--- src/rtl/uart_tx_arbiter.sv ---
// Round-robin arbiter sharing one UART transmitter between four byte requesters,
// with per-requester lock for multi-byte messages and a tx_done watchdog.
module uart_tx_arbiter #(
    parameter int unsigned timeout = 20000
) (
    input  logic        sys_clk,
    input  logic        sys_rst,
    input  logic [3:0]  req,
    input  logic [3:0]  lock,
    input  logic [31:0] data,
    output logic [3:0]  ack,
    output logic [3:0]  done,
    output logic [3:0]  err,
    output logic [3:0]  grant,
    output logic        busy,
    output logic [7:0]  tx_data,
    output logic        tx_wr,
    input  logic        tx_done
);
    typedef enum logic [1:0] {IDLE, SEND, WAIT} state_t;

    localparam logic [15:0] LIMIT = 16'(timeout - 1);

    state_t      state, state_next;
    logic [1:0]  last, last_next;
    logic        held, held_next;
    logic [15:0] count, count_next;
    logic [3:0]  grant_next, ack_next, done_next, err_next;
    logic [7:0]  tx_data_next;
    logic        tx_wr_next;
    logic [1:0]  winner, idx, sel;
    logic        found, relock;

    // First requester at or after last+1, wrapping; k=4 lands back on last.
    always_comb begin
        winner = last;
        found  = 1'b0;
        idx    = last;
        for (int k = 1; k <= 4; k++) begin
            idx = last + k[1:0];
            if (!found && req[idx]) begin
                winner = idx;
                found  = 1'b1;
            end
        end
    end

    // held is dropped on a timeout so a stuck owner cannot keep the channel by lock.
    assign relock = held && req[last] && lock[last];
    assign sel    = relock ? last : winner;

    always_comb begin
        state_next   = state;
        last_next    = last;
        held_next    = held;
        count_next   = count;
        grant_next   = grant;
        ack_next     = 4'b0000;
        done_next    = 4'b0000;
        err_next     = 4'b0000;
        tx_data_next = tx_data;
        tx_wr_next   = 1'b0;
        case (state)
            IDLE: begin
                if (|req) begin
                    tx_data_next = data[{sel, 3'b000} +: 8];
                    grant_next   = 4'b0001 << sel;
                    last_next    = sel;
                    held_next    = 1'b1;
                    state_next   = SEND;
                end else if (held && lock[last]) begin
                    grant_next = 4'b0001 << last;
                end else begin
                    grant_next = 4'b0000;
                end
            end
            SEND: begin
                tx_wr_next = 1'b1;
                ack_next   = grant;
                count_next = 16'd0;
                state_next = WAIT;
            end
            WAIT: begin
                if (tx_done) begin
                    done_next  = grant;
                    state_next = IDLE;
                end else if (count == LIMIT) begin
                    err_next   = grant;
                    held_next  = 1'b0;
                    state_next = IDLE;
                end else begin
                    count_next = count + 16'd1;
                end
            end
            default: state_next = IDLE;
        endcase
    end

    always_ff @(posedge sys_clk) begin
        if (sys_rst) begin
            state   <= IDLE;
            last    <= 2'd3;
            held    <= 1'b0;
            count   <= 16'd0;
            grant   <= 4'b0000;
            ack     <= 4'b0000;
            done    <= 4'b0000;
            err     <= 4'b0000;
            tx_data <= 8'h00;
            tx_wr   <= 1'b0;
            busy    <= 1'b0;
        end else begin
            state   <= state_next;
            last    <= last_next;
            held    <= held_next;
            count   <= count_next;
            grant   <= grant_next;
            ack     <= ack_next;
            done    <= done_next;
            err     <= err_next;
            tx_data <= tx_data_next;
            tx_wr   <= tx_wr_next;
            busy    <= (state_next != IDLE);
        end
    end
endmodule

--- config.mk ---
export PLATFORM = sky130hd
export DESIGN_NAME = uart_tx_arbiter
export DESIGN_NICKNAME = d
export VERILOG_FILES = /design/src/rtl/uart_tx_arbiter.sv
export SDC_FILE = /design/constraint.sdc
export NUM_CORES = 1
export LEC_CHECK = 0
export BUFFER_PORTS_ARGS = -buffer_cell sky130_fd_sc_hd__buf_2
export CAP_MARGIN = 20
export CORE_MARGIN = 8
export CORE_UTILIZATION = 24
export CTS_CLUSTER_SIZE = 30
export DETAILED_ROUTE_END_ITERATION = 8
export GPL_ROUTABILITY_DRIVEN = 0
export MAX_ROUTING_LAYER = met4
export PLACE_DENSITY = 0.49
export SYNTH_ARGS = -nofsm -noshare
export SYNTH_HDL_FRONTEND = slang
export SYNTH_SLANG_ARGS = --single-unit
--- constraint.sdc ---
create_clock -name sys_clk -period 3.85 [get_ports sys_clk]
set_clock_uncertainty 0.1 [all_clocks]
set_input_delay 0.385 -clock sys_clk [delete_from_list [all_inputs] [get_ports sys_clk]]
set_output_delay 0.385 -clock sys_clk [all_outputs]
set_load 0.02 [all_outputs]
After elaboration in Yosys (flattened, before gate mapping) --
Index checks and enable logic that the tools add are counted.
Storage, ports and cells: input bits 43, bits in registers 47, logic and storage cells 85
Operators by class: add/sub/neg operators 4, magnitude comparators 4, bitwise logic cells 4, shift operators 3, reductions and logical operators 20, muxes and demuxes 32, equal/unequal tests 7
Operators by type and width (count):
- $mux 16 | 2
- $pmux 16 s2 | 1
- $shiftx 32x6->8 | 1
- $add 16x1->16 const B | 1
- $eq 16x15->1 const B | 1
- $mux 2 | 8
- $lt 2x3->1 const B | 4
- $mux 1 | 12
- $bmux 1 s2 | 5
- $mux 4 | 2
- $ne 2x2->1 const B | 4
- $reduce_or 4->1 | 2
- $shl 1x2->4 const A | 2
- $logic_and 1x1->1 | 6
- $pmux 2 s3 | 1
- $reduce_bool 2->1 | 3
- $add 2x2->2 const B | 2
- $not 1->1 | 4
- $reduce_and 4->1 | 1
- $logic_not 1->1 | 3
- $reduce_and 3->1 | 1
- $reduce_or 3->1 | 1
- $add 2x1->2 const B | 1
- $eq 2x1->1 const B | 1
- other kinds (5) | 5

Logic depth before layout (Yosys ltp) --
depth in word-level cells 16, depth in mapped cells 10, mapped depth without buffers 8

Least setup slack after synthesis --
OpenSTA, ideal clock, no wires.
kind flip-flop to flip-flop, start point register last[0], end point register tx_data[1], library setup time 0.117 ns, path slack 0.987 ns, arrival 2.646 ns, stages on the path, launching flop included 11, required time 3.633 ns, cells stage by stage dfxtp_1 > buf_6 > inv_1 > ha_1 > mux4_2 > nor2b_4 > o31a_1 > and2_4 > buf_6 > mux4_2 > a22o_1
Between the ends: word-level cells in the longest chain between the ends 15
RTL lines:
- start, declared | line 25 | logic [1:0] last, last_next;
- start signal, assigned | line 114 | last <= last_next;
- $add 2x1->2 | line 40 | idx = last + k[1:0];
- $bmux 1 s2 | line 41 | if (!found && req[idx]) begin
- $mux 1 (implied by the code) | line 41
- $mux 1 | line 41
- $logic_not 1->1 | line 41
- $logic_and 1x1->1 | line 41
- $mux 1 | line 41
- $logic_not 1->1 | line 41
- $logic_and 1x1->1 | line 41
- $mux 1 | line 41
- $logic_not 1->1 | line 41
- $logic_and 1x1->1 | line 41
- $mux 2 | line 41
- $mux 2 * | line 50 | assign sel = relock ? last : winner;
- $shiftx 32x6->8 * | line 66 | tx_data_next = data[{sel, 3'b000} +: 8];
- end signal, assigned | line 121 | tx_data <= tx_data_next;
- end, declared | line 16 | output logic [7:0] tx_data,
Mark *: on every way between the ends. The rest lies on a longest branch, timed or not. The select of a mux whose other input is x is not followed. A chain may end at the register's enable or synchronous reset.

Final worst setup path --
start point register last[0], end point register tx_data[5]
Same word-level chain as after synthesis.

==> qor.yml <==
sta:
  slew_viol_final: 0
  hold_violations: 0
  rsz0062_at_grt: "false"
  fmax_mhz: 324
  period_share_pct: 80.2
  slew_headroom_pct: 53.2
  timing.final.crit_period_ps: 3090
  tns_ps: 0
  setup_viol: 0
  worst_slack_ps: 762
  tightest_slew_ps: 701
finish:
  syn_to_final_growth_pct: 24.1
  antenna_cells: 0
  finalNetCount: 369
  utilization_pct: 30.0
  drive_gt1_share_pct: 29.5
drt:
  drtAntennaViolNets: 0
  viasPerCell: 4.60
  vias: 2106
  drt-total-wl_um: 6380
  route.detailed.drc: 0
  avgRoutedWirePerCell_um: 13.9
  dr.pass1.iters: 4
  drt_iter0_drc: 101
pwr:
  p_leak_nw: 1.31
  p_total_mw: 1.87
  power_density_nw_per_um2: 616
  ir_drop_mv: 0.255
worst_setup_path:
  cp.arrival_ps: 3190
  endpoint_kind: "flop"
  reg2reg_slack_ps: 760
  path_class: "reg -> reg"
  crit_start: "last[0]"
  endpoint: "tx_data[5]"
  ff2ff_path_depth: 7
  reg2reg_to: "tx_data[5]"
  cp.required_ps: 3950
  crit_fanout: 18
  startpoint_type: "flop"
  reg2reg_from: "last[0]"
clock_network:
  cts_tree: "yes"
  cts_max_path_buffers: 2
  cts_hold_buf: 0
  clk_latency_ps: 300
  cts_setup_buffers: 0
  cts_buffers: 5
  cts_root_buf: "clkbuf_8"
  clock-sinks: 47
  cts.repair.resized: 0
  clkTransAtPathRegs_ps: 100
  htree_levels: 2
floorplanning:
  ios: 69
  die_w_um: 117
  core_um2: 10100
  start_util_pct: 24.2
  rows: 37
  dieHeight_um: 117
  dieArea_um2: 13700
synth:
  synth_fa_ha_area_share_pct: 2.55
  yosysUniqueCellTypes: 49
  synth-edff-count: 0
  synth_xor_area_share_pct: 5.36
  synth_simple_gate_area_share_pct: 26.1
  synth_cells: 259
  synth_top_family_by_area: "simple AND/OR/NAND/NOR gates"
  synth_most_common_cell: "dfxtp_1"
  synth_top_area_cell: "dfxtp_1"
  synth_top_area_share_pct: 38.4
  seq_area_frac_synth_pct: 38.4
  synthMuxAreaShare_pct: 9.24
  ys_top_cells_by_count: "dfxtp_1 (47), nor2_1 (22), and2_1 (13)"
  ys_top_cells_by_area: "dfxtp_1 (38%), mux4_2 (6.4%), nor2_1 (3.4%)"
  avgSynthCellArea_um2: 9.46
  yosysWarnings: 0
  async_reset_ff_share_pct: 0
  ys_ff_latch: 47
  netlist_area_um2: 2450
  synthFlopType: "dfxtp_1"
  synth_compound_area_share_pct: 13.6
  syn_nets: 307
place:
  io_buffers: 68
  hpwlAfterDp_um: 4880
  place_ws_ps: 734
global_routing:
  grt_pass1_vias: 2170
  grt_max_degree: 25
  grt_antenna_before_repair: 0
  grt_overflow: 0
  grt_pass1_wl_um: 10300
  grtUsageTotal_pct: 9.76
run:
  maxCapViolCount: 0
status:
  status: "finished clean"
worst_hold_path:
  hp-class: "in -> reg"
## where the power goes
group	internal [mW]	switching (mW)	total, mW
combinational	0.375	0.463	0.838
sequential	0.552	0.0520	0.604
clock	0.259	0.172	0.431
total	1.19	0.687	1.87
## metrics by stage
stage	hold WS, ps	cells	cell area (um^2)
2_1_floorplan	358	259	2450
3_3_place_gp	394	450	2900
3_5_place_dp	381	450	2900
4_1_cts	290	458	3040
5_1_grt	298	458	3040
6_report	302	458	3040
## flip-flops by register name, summed over array words and instances (netlist names)
name	flops
grant	4
held	1
err	4
busy	1
ack	4
tx_wr	1
tx_data	8
last	2
done	4
count	16
state	2
## layer usage
metal	vias to the layer above	track usage, %	part of all wire, %
li1	1061	-	-
met1	986	12.6	50
met2	52	15.1	46
met3	7	2.05	3.8
met4	0	2.82	1.1
met5	-	-	0
## cells by family (layout without fill, tap and decap cells)
group	Yosys count	count (layout)
AO/OA/AOI/OAI	44	44
XOR/XNOR	15	15
adder cells (fa/ha/maj)	5	5
buffers and inverters	26	89
flip-flops	47	47
multiplexers	12	12
AND/OR/NAND/NOR	110	110
## critical path: stages (launching register included)
cell	delay [ps]
dfxtp_1	410
buf_4	220
mux4_2	540
and2_1	210
o21a_1	220
o31ai_4	650
mux4_2	410
a22o_1	240
## layout make-up
cell class,count,area [um^2]
fill,1085,7100
clock inverter,3,67.6
tap,136,170
inverter,10,37.5
multi-input combinational,186,1390
clock buffer,5,68.8
timing repair buffer,71,363
sequential,47,941
## how the worst min path moves through the flow
| stage | start | end | slack [ps] | depth (start not counted) |
|---|---|---|---|---|
| after floorplan | held | held | 360 | 2 |
| after global placement | tx_data[0] | tx_data[0] | 390 | 2 |
| after detailed placement | tx_data[3] | tx_data[3] | 380 | 2 |
| after CTS | data[15] | tx_data[7] | 290 | 3 |
| after global routing | data[15] | tx_data[7] | 300 | 3 |
| final | data[15] | tx_data[7] | 300 | 3 |
## layout by cell type, fill, tap and decap left out, types with 6 or more instances in the layout
master / synthesis / final
a21oi_1: 9 / 9
and2_1: 13 / 13
and3_1: 9 / 9
buf_2: 3 / 68
dfxtp_1: 47 / 47
inv_1: 10 / 10
mux4_2: 7 / 7
nand2_1: 9 / 9
nand3_1: 6 / 6
nand3b_1: 7 / 7
nand4_1: 10 / 10
nor2_1: 22 / 22
xnor2_1: 7 / 7
xor2_1: 8 / 8
(Power assumes the default switching activity.)
